<file path="src/rtl/instr_fetch_pkg.sv">
// Shared fetch/decode definitions: opcode field values, default stop code, fetch state encoding.
package instr_fetch_pkg;

  localparam logic [1:0] OP_ADD   = 2'b00;
  localparam logic [1:0] OP_LOAD  = 2'b01;
  localparam logic [1:0] OP_STORE = 2'b10;
  localparam logic [1:0] OP_JUMP  = 2'b11;

  localparam logic [7:0] HALT_CODE_DEF = 8'hC3;

  typedef enum logic [1:0] {
    ST_IDLE = 2'd0,
    ST_RUN  = 2'd1,
    ST_HALT = 2'd2
  } fetch_state_e;

  function automatic logic [7:0] sext6(input logic [5:0] off);
    return {{2{off[5]}}, off};
  endfunction

endpackage

</file>
<file path="src/rtl/instr_fetch_next_pc.sv">
// Combinational next-PC: sequential step or relative jump, wrapped to the memory depth.
module instr_fetch_next_pc
  import instr_fetch_pkg::*;
#(
  parameter int MEM_DEPTH = 32
) (
  input  logic [7:0] pc,
  input  logic [7:0] instruction,
  input  logic       jump,
  output logic [7:0] next_pc
);

  // MEM_DEPTH is a power of two <= 256, so 8-bit wrap then mask is exact modulo.
  localparam logic [7:0] MASK = 8'(MEM_DEPTH - 1);

  logic [7:0] step;

  assign step    = jump ? (8'd1 + sext6(instruction[5:0])) : 8'd1;
  assign next_pc = (pc + step) & MASK;

endmodule

</file>
<file path="src/rtl/instr_fetch.sv">
// Instruction fetch stage: PC, IR handshake with decode, local jumps and halt detection.
module instr_fetch
  import instr_fetch_pkg::*;
#(
  parameter int         MEM_DEPTH = 32,
  parameter logic [7:0] HALT_CODE = HALT_CODE_DEF
) (
  input  logic       clk,
  input  logic       clear,
  input  logic       run,
  input  logic       dec_ready,
  input  logic [7:0] instruction,
  output logic [7:0] address,
  output logic [7:0] ir,
  output logic       ir_valid,
  output logic       halted,
  output logic [7:0] instr_count
);

  fetch_state_e state;
  logic [7:0]   pc, next_pc;
  logic         capture, is_halt, is_jump;

  assign capture = (state == ST_RUN) && run && (!ir_valid || dec_ready);
  assign is_halt = (instruction == HALT_CODE);
  assign is_jump = (instruction[7:6] == OP_JUMP) && !is_halt;
  assign address = pc;

  instr_fetch_next_pc #(.MEM_DEPTH(MEM_DEPTH)) u_next_pc (
    .pc          (pc),
    .instruction (instruction),
    .jump        (is_jump),
    .next_pc     (next_pc)
  );

  always_ff @(posedge clk or posedge clear) begin
    if (clear) begin
      state       <= ST_IDLE;
      pc          <= '0;
      ir          <= '0;
      ir_valid    <= 1'b0;
      halted      <= 1'b0;
      instr_count <= '0;
    end else begin
      case (state)
        ST_IDLE: if (run) state <= ST_RUN;
        ST_RUN: begin
          if (!run) state <= ST_IDLE;
          else if (capture && is_halt) begin
            state  <= ST_HALT;
            halted <= 1'b1;
          end
        end
        ST_HALT: state <= ST_HALT;
        default: state <= ST_IDLE;
      endcase

      if (capture) begin
        if (instr_count != 8'hFF) instr_count <= instr_count + 8'd1;
        if (is_halt) begin
          ir_valid <= 1'b0;
        end else if (is_jump) begin
          pc       <= next_pc;
          ir_valid <= 1'b0;
        end else begin
          // New word wins over a same-cycle consume, so ir_valid stays set.
          ir       <= instruction;
          ir_valid <= 1'b1;
          pc       <= next_pc;
        end
      end else if (ir_valid && dec_ready) begin
        ir_valid <= 1'b0;
      end
    end
  end

endmodule

</file>
<file path="config.mk">
export PLATFORM = sky130hd
export DESIGN_NAME = instr_fetch
export DESIGN_NICKNAME = d
export VERILOG_FILES = /design/src/rtl/instr_fetch_pkg.sv /design/src/rtl/instr_fetch_next_pc.sv /design/src/rtl/instr_fetch.sv
export SDC_FILE = /design/constraint.sdc
export NUM_CORES = 1
export LEC_CHECK = 0
export ABC_AREA = 0
export BUFFER_PORTS_ARGS = -buffer_cell sky130_fd_sc_hd__buf_2
export CORE_MARGIN = 5
export CORE_UTILIZATION = 35
export CTS_BUF_LIST = sky130_fd_sc_hd__clkbuf_2
export CTS_CLUSTER_DIAMETER = 200
export CTS_CLUSTER_SIZE = 14
export DETAILED_ROUTE_END_ITERATION = 12
export PLACE_DENSITY = 0.7
export SLEW_MARGIN = 20
export SYNTH_ARGS = -nofsm -noshare
export SYNTH_HDL_FRONTEND = slang
export SYNTH_SLANG_ARGS = --single-unit
export TNS_END_PERCENT = 10
</file>
<file path="constraint.sdc">
create_clock -name clk -period 1.8 [get_ports clk]
set_input_delay 0 -clock clk [delete_from_list [all_inputs] [get_ports clk]]
set_output_delay 0 -clock clk [all_outputs]
set_load 0.005 [all_outputs]
</file>
==> reports/qor.yml, run 1 <==
layout_common_cells: "32 x buf_2, 25 x dfrtp_1, 16 x buf_4"
critPathMaxStageDelay_ns: 0.37
hp-class: "input port to register"
wl_per_cell_um: 12.2
synth_largest_area_cell: "dfrtp_1"
finalWorstSetupSlack_ns: -0.0992
swShare_pct: 34.6
vias_per_cell: 4.58
cts_sinks: 25
min_period_over_period_pct: 106
power.density_mw_per_mm2: 1000
portBuffers: 34
nets: 212
startpoint_type: "input port"
syn-instance-count: 127
ys_types: 32
antenna_found_initial: 0
grt_usage_pct: 12.4
floorplan.initialDensity_pct: 36.2
critPathTopFamily: "simple AND/OR/NAND/NOR gates"
path_common_cell: "nand2b_4"
violations: "setup timing"
fp.dieH_um: 71.5
vdd_drop_max_mv: 0.517
drtAntennaViolNets: 0
rsz0062_at_grt: "true"
hold_start: "instruction[6]"
drt_iter0_markers: 19
yosysWarnings: 0
p_int_mw: 1.22
syn_area_per_cell_sq_um: 10.4
numCtsBuffers: 3
pre_cts_ws_ns: -0.528
cp.required_ns: 2.08
min_path_cells: 5
finish.instance_area_sq_mm: 0.00185
pwr-share-seq_pct: 47.5
vias: 1099
fin_skew_ns: 0.00370
ys_ff_latch: 25
critPathBufInv: 2
cp-end-kind: "register"
maxCapViolations: 0
p_leak_nw: 0.919
grt_overflow: 0
clk_pin_slew_ns: 0.22
r2r_end: "address[4]$_DFFE_PP0P_"
synth_top_cells_by_area: "dfrtp_1 47%, mux2_2 5.9%, ha_1 5.7%"
cp_slowest_cell: "or3b_4"
grt_pass1_vias: 1111
cp.arrival_ns: 2.18
slew_viol_final: 0
die_width_um: 71.5
cp-startpoint: "instruction[0]"
final_common_cell: "buf_2"
cts_tree: "built"
diodes: 0
htreeDepth: 1
layout.cells.non_filler: 240
switching_power_mw: 0.644
clkPwrFrac_pct: 11.9
synth.cell_area_sq_mm: 0.00133
globalplace.congestion: 0.760
r2r_cells: 8
dieArea_sq_mm: 0.00512
r2r-start: "address[0]$_DFFE_PP0P_"
grt_pass1_wl_mm: 5.10
crit_fanout: 2
combPwrFrac_pct: 40.6
cp_cell_sequence: "buf_6, ha_4, or3b_4, nand2b_4, nor2b_1, nand2_1, ha_2, inv_2, fa_2, nand2b_4, o2bb2ai_2, nor3b_1, o21ai_1, xnor2_1"
insertion_delay_ns: 0.34
core_sq_mm: 0.00366
fmax_ghz: 0.527
clockBufferDepth: 2
drc: 0
synth_top_area_share_pct: 47.2
worstSetupPathType: "input port to register"
drive_gt1_share_pct: 39.6
dp.cells: 223
ios: 38
drt_first_pass_iters: 4
placed_area_sq_mm: 0.00167
rows: 22
run_status: "finished, violations left"
setup_viol: 1
fillers: 333
root_buffer: "clkbuf_2"
place_hpwl_mm: 2.18
synth-seq-area-share_pct: 47.2
worstHoldEndpoint: "ir_valid$_DFFE_PP0P_"
rrSetupSlack_ns: 0.03
syn_to_final_growth_pct: 39.9
finalCriticalPeriod_ns: 1.90
hold_violations: 0
cp_num_cells: 14
wl_mm: 2.93
grt_start_max_net_pins: 26
[kinds of logic after synthesis]
logic type | Yosys count | share of synthesized area, %
xor+xnor | 11 | 7.27
other cells | 1 | 0.283
simple gates | 46 | 17.6
mux | 8 | 7.08
fa+ha+maj | 7 | 7.18
compound gates | 18 | 9.44
buf+inv | 11 | 3.97
flops | 25 | 47.2
[synthesized netlist by cell type, drive strengths merged]
cell / number
o21a: 1
inv: 8
conb: 1
nor2: 12
ha: 6
o2bb2ai: 1
a21oi: 7
a21o: 2
or2: 1
o31a: 1
nand3b: 1
nand2: 9
xnor2: 6
a21bo: 1
or3b: 1
nor2b: 3
o21ai: 5
nand4: 2
buf: 3
fa: 1
nor3: 3
and3: 1
nand3: 9
nor3b: 1
xor2: 5
dfrtp: 25
mux2: 8
nand2b: 3
[final cells by class]
type | count | area, sq um | area share (%)
multi-input combinational | 93 | 696 | 37.5
sequential | 25 | 626 | 33.7
inverter | 8 | 30.0 | 1.62
timing repair buffer | 62 | 423 | 22.8
tap | 48 | 60.1 | 3.24
clock buffer | 4 | 20.0 | 1.08
[what timing repair did]
item / 4_1_cts / 5_1_grt
hold endpoints to repair: 34 / 1
pin swaps: 2 / 2
buffers inserted: 1 / 0
setup endpoints to repair: 1 / 2
resized for setup: 5 / 4
hold buffers: 11 / 1
[flip-flops by register name, indices dropped and copies added, names as in the netlist]
signal       cells
state            2
instr_count      8
halted           1
ir               8
address          5
ir_valid         1
[worst max-delay path by stage]
stage	endpoint	slack, ns
2_1_floorplan	address[4]$_DFFE_PP0P_	-0.32
3_3_place_gp	address[4]$_DFFE_PP0P_	-0.41
3_5_place_dp	address[4]$_DFFE_PP0P_	-0.53
4_1_cts	address[4]$_DFFE_PP0P_	-0.08
5_1_grt	address[4]$_DFFE_PP0P_	-0.16
6_report	address[4]$_DFFE_PP0P_	-0.1
[power by group through the flow]
stage                     clock network, mW  registers (mW)  logic, mW
final                                 0.221           0.885      0.757
after global placement                    0           0.892      0.676
after detailed placement                  0           0.898      0.689
after floorplan                           0           0.891      0.366
after global routing                  0.250           0.924      0.857
after CTS                             0.237           0.887      0.759
[layer usage]
metal  up-vias  wire length, um  share of wire, %  GRT usage [%]
met4         0               27              0.92           3.13
met1       511             1310                45           15.8
met3         4              195               6.7           4.35
met5         -                0                 0              0
met2        30             1390                48           20.1
li1        554                -                 -              -
[metrics by stage]
stage / util [%] / setup TNS (ns) / power [mW] / hold slack (ns)
after floorplan: - / -0.366 / 1.26 / 0.0273
after global placement: 45.6 / -0.766 / 1.57 / 0.0727
after detailed placement: 45.6 / -0.996 / 1.59 / 0.0668
after CTS: 50.1 / -0.0840 / 1.88 / 0.00200
after global routing: 50.6 / -0.159 / 2.03 / 0.0898
final: 50.6 / -0.0992 / 1.86 / 0.103
[tightest hold or removal path: stages]
cell,delay (ns)
buf_2,0.12
a21oi_2,0.05
buf_4,0.16
inv_1,0.06
nand2_1,0.05
(Power assumes the default switching activity.)
==> inputs of run 2 (changes only) <==
CORE_ASPECT_RATIO = 1.75   (was default)
MAX_ROUTING_LAYER = met4   (was default)
==> run 2 against run 1 <==
Effect of this change:
- the flow still finishes with violations (setup timing)
- sequential share of layout area is 0.67 points higher
- die area is 0.94% higher
- via count is 2.0% lower
- sequential cell count stayed put
- clock skew is 0.0020 ns higher
- core utilization is 0.55 points lower
- critical path depth stayed put
- combinational power is 2% higher
- cell area is 2.0% lower
- critical path type unchanged
- critical endpoint unchanged
- largest cell class unchanged
==> reports/qor.yml, run 2 (same netlist as run 1, synthesis figures left out) <==
run_status: "finished, violations left"
violations: "setup timing"
cp.required_ns: 2.09
final_util_pct: 50.1
drt_iter0_markers: 41
cts_sinks: 25
startpoint_type: "input port"
cp_slowest_cell: "fa_2"
hp-class: "input port to register"
numCtsBuffers: 3
min_period_over_period_pct: 105
antenna_found_initial: 0
dieArea_sq_mm: 0.00516
cp-end-kind: "register"
drive_gt1_share_pct: 40.6
critPathTopFamily: "simple AND/OR/NAND/NOR gates"
grt_pass1_vias: 1139
path_common_cell: "nand2b_4"
wl_mm: 2.92
layout_common_cells: "32 x buf_2, 25 x dfrtp_1, 15 x buf_4"
fmax_ghz: 0.530
cp.arrival_ns: 2.18
cp_cell_sequence: "buf_4, ha_4, or3b_4, nand2b_4, nor2b_4, nand2_1, ha_2, inv_2, fa_2, nand2b_4, o2bb2ai_2, nor3b_1, o21ai_1, xnor2_1"
hold_violations: 0
clockBufferDepth: 2
drt_first_pass_iters: 4
vias_per_cell: 4.62
syn_to_final_growth_pct: 37.2
crit_fanout: 2
critPathMaxStageDelay_ns: 0.38
vdd_drop_max_mv: 0.823
finalWorstSetupSlack_ns: -0.0874
fp.dieH_um: 91.4
slew_viol_final: 0
maxCapViolations: 0
grt_usage_pct: 12.0
layout.cells.non_filler: 233
wl_per_cell_um: 12.5
setup_viol: 1
floorplan.initialDensity_pct: 36.5
finalCriticalPeriod_ns: 1.89
grt_pass1_wl_mm: 4.93
place_hpwl_mm: 2.28
fin_skew_ns: 0.00567
vias: 1077
core_sq_mm: 0.00363
diodes: 0
portBuffers: 34
drc: 0
cts_tree: "built"
final_common_cell: "buf_2"
rsz0062_at_grt: "true"
insertion_delay_ns: 0.34
grt_start_max_net_pins: 26
htreeDepth: 1
clk_pin_slew_ns: 0.24
grt_overflow: 0
nets: 207
root_buffer: "clkbuf_2"
dp.cells: 219
die_width_um: 56.5
globalplace.congestion: 0.764
worstSetupPathType: "input port to register"
ios: 38
drtAntennaViolNets: 0
critPathBufInv: 2
power.density_mw_per_mm2: 1030
p_leak_nw: 0.906
rows: 29
-- run 2: path summary, 6_finish.rpt --
check | startpoint | end | slack, ns | cells after the start
min reg2reg | address[4]$_DFFE_PP0P_ | address[4]$_DFFE_PP0P_ | 0.49 | 1
max | instruction[0] | address[4]$_DFFE_PP0P_ | -0.09 | 14
min | instruction[4] | ir[4]$_DFFE_PP0P_ | 0.02 | 3
min in group asynchronous | clear | ir[3]$_DFFE_PP0P_ | 0.21 | 4
max reg2reg | address[0]$_DFFE_PP0P_ | address[4]$_DFFE_PP0P_ | 0.05 | 8
max in group asynchronous | clear | address[2]$_DFFE_PP0P_ | 1.35 | 4
-- run 2: metal layers --
metal	vias to the layer above	share of wire (%)	GRT usage, %	wire length, um
li1	543	-	-	-
met1	513	39	12.5	1150
met4	0	0.86	3.56	25
met2	19	56	22.7	1650
met3	2	3.2	1.70	93
met5	-	0	-	0
-- run 2: per-stage QoR --
| stage | power (mW) | setup WS (ns) | TNS [ns] | hold slack, ns | cell area (sq um) |
|---|---|---|---|---|---|
| 2_1_floorplan | 1.26 | -0.317 | -0.366 | 0.0273 | 1350 |
| 3_3_place_gp | 1.57 | -0.428 | -0.816 | 0.0666 | 1650 |
| 3_5_place_dp | 1.59 | -0.470 | -1.04 | 0.0693 | 1650 |
| 4_1_cts | 1.85 | -0.0643 | -0.0643 | 0.00545 | 1780 |
| 5_1_grt | 2.03 | -0.158 | -0.158 | 0.00477 | 1820 |
| 6_report | 1.86 | -0.0874 | -0.0874 | 0.0208 | 1820 |
-- run 2: power by group --
group          internal, mW  switching, mW  total [mW]
Combinational         0.436          0.332       0.769
Clock                0.0504          0.168       0.218
Sequential            0.725          0.152       0.878
Total                  1.21          0.653        1.86
-- run 2: worst reg2reg max path: stages (launching register included) --
cell and delay [ns]:
dfrtp_1 0.43, ha_2 0.19, inv_2 0.04, fa_2 0.38, nand2b_4 0.15, o2bb2ai_2 0.11
nor3b_1 0.13, o21ai_1 0.14, xnor2_1 0.13
-- run 2: layout make-up --
type	count	area [sq um]
clock buffer	3	15.0
sequential	25	626
multi-input combinational	93	711
timing repair buffer	57	374
inverter	8	30.0
fill	354	1810
clock inverter	1	5.00
tap	46	57.6
-- run 2: what timing repair did --
action,in CTS,in global routing
pin swaps,2,5
setup buffers,0,1
hold buffers,9,0
resized for setup,4,10
endpoints found under the hold margin,32,0
endpoints found under the setup margin,1,2
==> inputs of run 3 (changes only) <==
CORE_UTILIZATION = 25   (was 35)
PLACE_DENSITY = 0.56   (was 0.7)
==> run 3 against run 2 <==
Effect of this change:
- clock-buffer cell count is 1 higher
- first-iteration DRC count is 49% lower
- maximum frequency is 0.87% higher
- critical endpoint unchanged
- largest cell class unchanged
- clock power is 6% higher
- highest routed layer unchanged
- critical path depth stayed put
- the flow still finishes with violations (setup timing)
==> reports/qor.yml, run 3 (same netlist as run 1, synthesis figures left out) <==
run_status: "finished, violations left"
violations: "setup timing"
cp.required_ns: 2.10
place_hpwl_mm: 2.48
layout_common_cells: "32 x buf_2, 25 x dfrtp_1, 15 x buf_4"
grt_usage_pct: 10.1
diodes: 0
cp-end-kind: "register"
cts_tree: "built"
grt_overflow: 0
floorplan.initialDensity_pct: 25.4
rows: 35
numCtsBuffers: 3
cts_sinks: 25
fin_tns_setup_ns: -0.0711
grt_pass1_wl_mm: 5.42
hold_violations: 0
rsz0062_at_grt: "true"
hold_ws_ns: 0.0262
grt_pass1_vias: 1183
grt_start_max_net_pins: 26
final_util_pct: 35.7
fmax_ghz: 0.534
portBuffers: 34
p_leak_nw: 0.921
cp_cell_sequence: "buf_6, ha_4, or3b_4, nand2b_4, nor2b_4, nand2_1, ha_2, inv_2, fa_2, nand2b_4, o2bb2ai_2, nor3b_1, o21ai_1, xnor2_1"
critPathBufInv: 2
pwr-share-seq_pct: 47.0
crit_fanout: 2
clkPwrFrac_pct: 12.2
dp.cells: 228
critPathTopFamily: "simple AND/OR/NAND/NOR gates"
die_width_um: 65.0
drt_iter0_markers: 21
vias: 1117
finish.instance_area_sq_mm: 0.00186
slew_viol_final: 0
combPwrFrac_pct: 40.8
placed_area_sq_mm: 0.00166
drc: 0
layout.cells.non_filler: 246
dieArea_sq_mm: 0.00691
drtAntennaViolNets: 0
switching_power_mw: 0.661
cp_slowest_cell: "or3b_4"
power.density_mw_per_mm2: 1010
cp.arrival_ns: 2.17
hp-class: "input port to register"
min_period_over_period_pct: 104
syn_to_final_growth_pct: 40.4
wl_per_cell_um: 12.8
clk_pin_slew_ns: 0.25
antenna_found_initial: 0
finalCriticalPeriod_ns: 1.87
fp.dieH_um: 106
drt_first_pass_iters: 4
vdd_drop_max_mv: 0.366
vias_per_cell: 4.54
swShare_pct: 35.1
p_int_mw: 1.22
final_common_cell: "buf_2"
maxCapViolations: 0
fin_skew_ns: 0.0137
drive_gt1_share_pct: 39.8
root_buffer: "clkbuf_2"
wl_mm: 3.15
nets: 211
htreeDepth: 1
worstSetupPathType: "input port to register"
total_power_mw: 1.88
core_sq_mm: 0.00521
pre_cts_ws_ns: -0.545
setup_viol: 1
finalWorstSetupSlack_ns: -0.0711
ios: 38
critPathMaxStageDelay_ns: 0.38
globalplace.congestion: 0.765
startpoint_type: "input port"
clockBufferDepth: 2
path_common_cell: "nand2b_4"
insertion_delay_ns: 0.34
## run 3: layer usage
metal	vias up	track usage, %	wire (um)
li1	548	-	-
met1	546	10.7	1220
met2	21	19.0	1780
met3	2	0.634	105
met4	0	4.45	44
met5	-	-	0
## run 3: power by group through the flow
stage               combinational (mW)  sequential (mW)  clock, mW
floorplan                        0.366            0.891          0
global placement                 0.681            0.902          0
detailed placement               0.705            0.899          0
CTS                              0.784            0.889      0.250
global route                     0.872            0.922      0.264
finish                           0.769            0.886      0.230
## run 3: worst register-to-register path: stages (launching register included)
cell       delay, ns
dfrtp_1         0.45
ha_2            0.21
inv_2           0.04
fa_2            0.35
nand2b_4        0.15
o2bb2ai_2       0.11
nor3b_1         0.13
o21ai_1         0.14
xnor2_1         0.14
## run 3: cell type report
cell class                      instances  area [sq um]
Fill cell                             543          3350
Multi-Input combinational cell         93           701
Sequential cell                        25           626
Timing Repair Buffer                   61           415
Tap cell                               55          68.8
Inverter                                8          30.0
Clock buffer                            4          20.0
## run 3: repair_timing
item / in CTS / in global routing
setup endpoints to repair: 1 / 2
resized for setup: 10 / 2
hold endpoints to repair: 35 / 0
buffers inserted: 2 / 0
pin swaps: 5 / 5
hold buffers: 12 / 0
## run 3: worst paths after layout
kind                                              from                     end  slack [ns]  cells past startpoint
worst max register to register  address[0]$_DFFE_PP0P_  address[4]$_DFFE_PP0P_        0.03                      8
worst max-delay path                    instruction[0]  address[4]$_DFFE_PP0P_       -0.07                     14
worst min register to register      halted$_DFFE_PP0P_      halted$_DFFE_PP0P_        0.50                      1
min in group asynchronous                        clear       ir[2]$_DFFE_PP0P_        0.20                      4
worst min-delay path                    instruction[7]    ir_valid$_DFFE_PP0P_        0.03                      4
max in group asynchronous                        clear      halted$_DFFE_PP0P_        1.35                      4
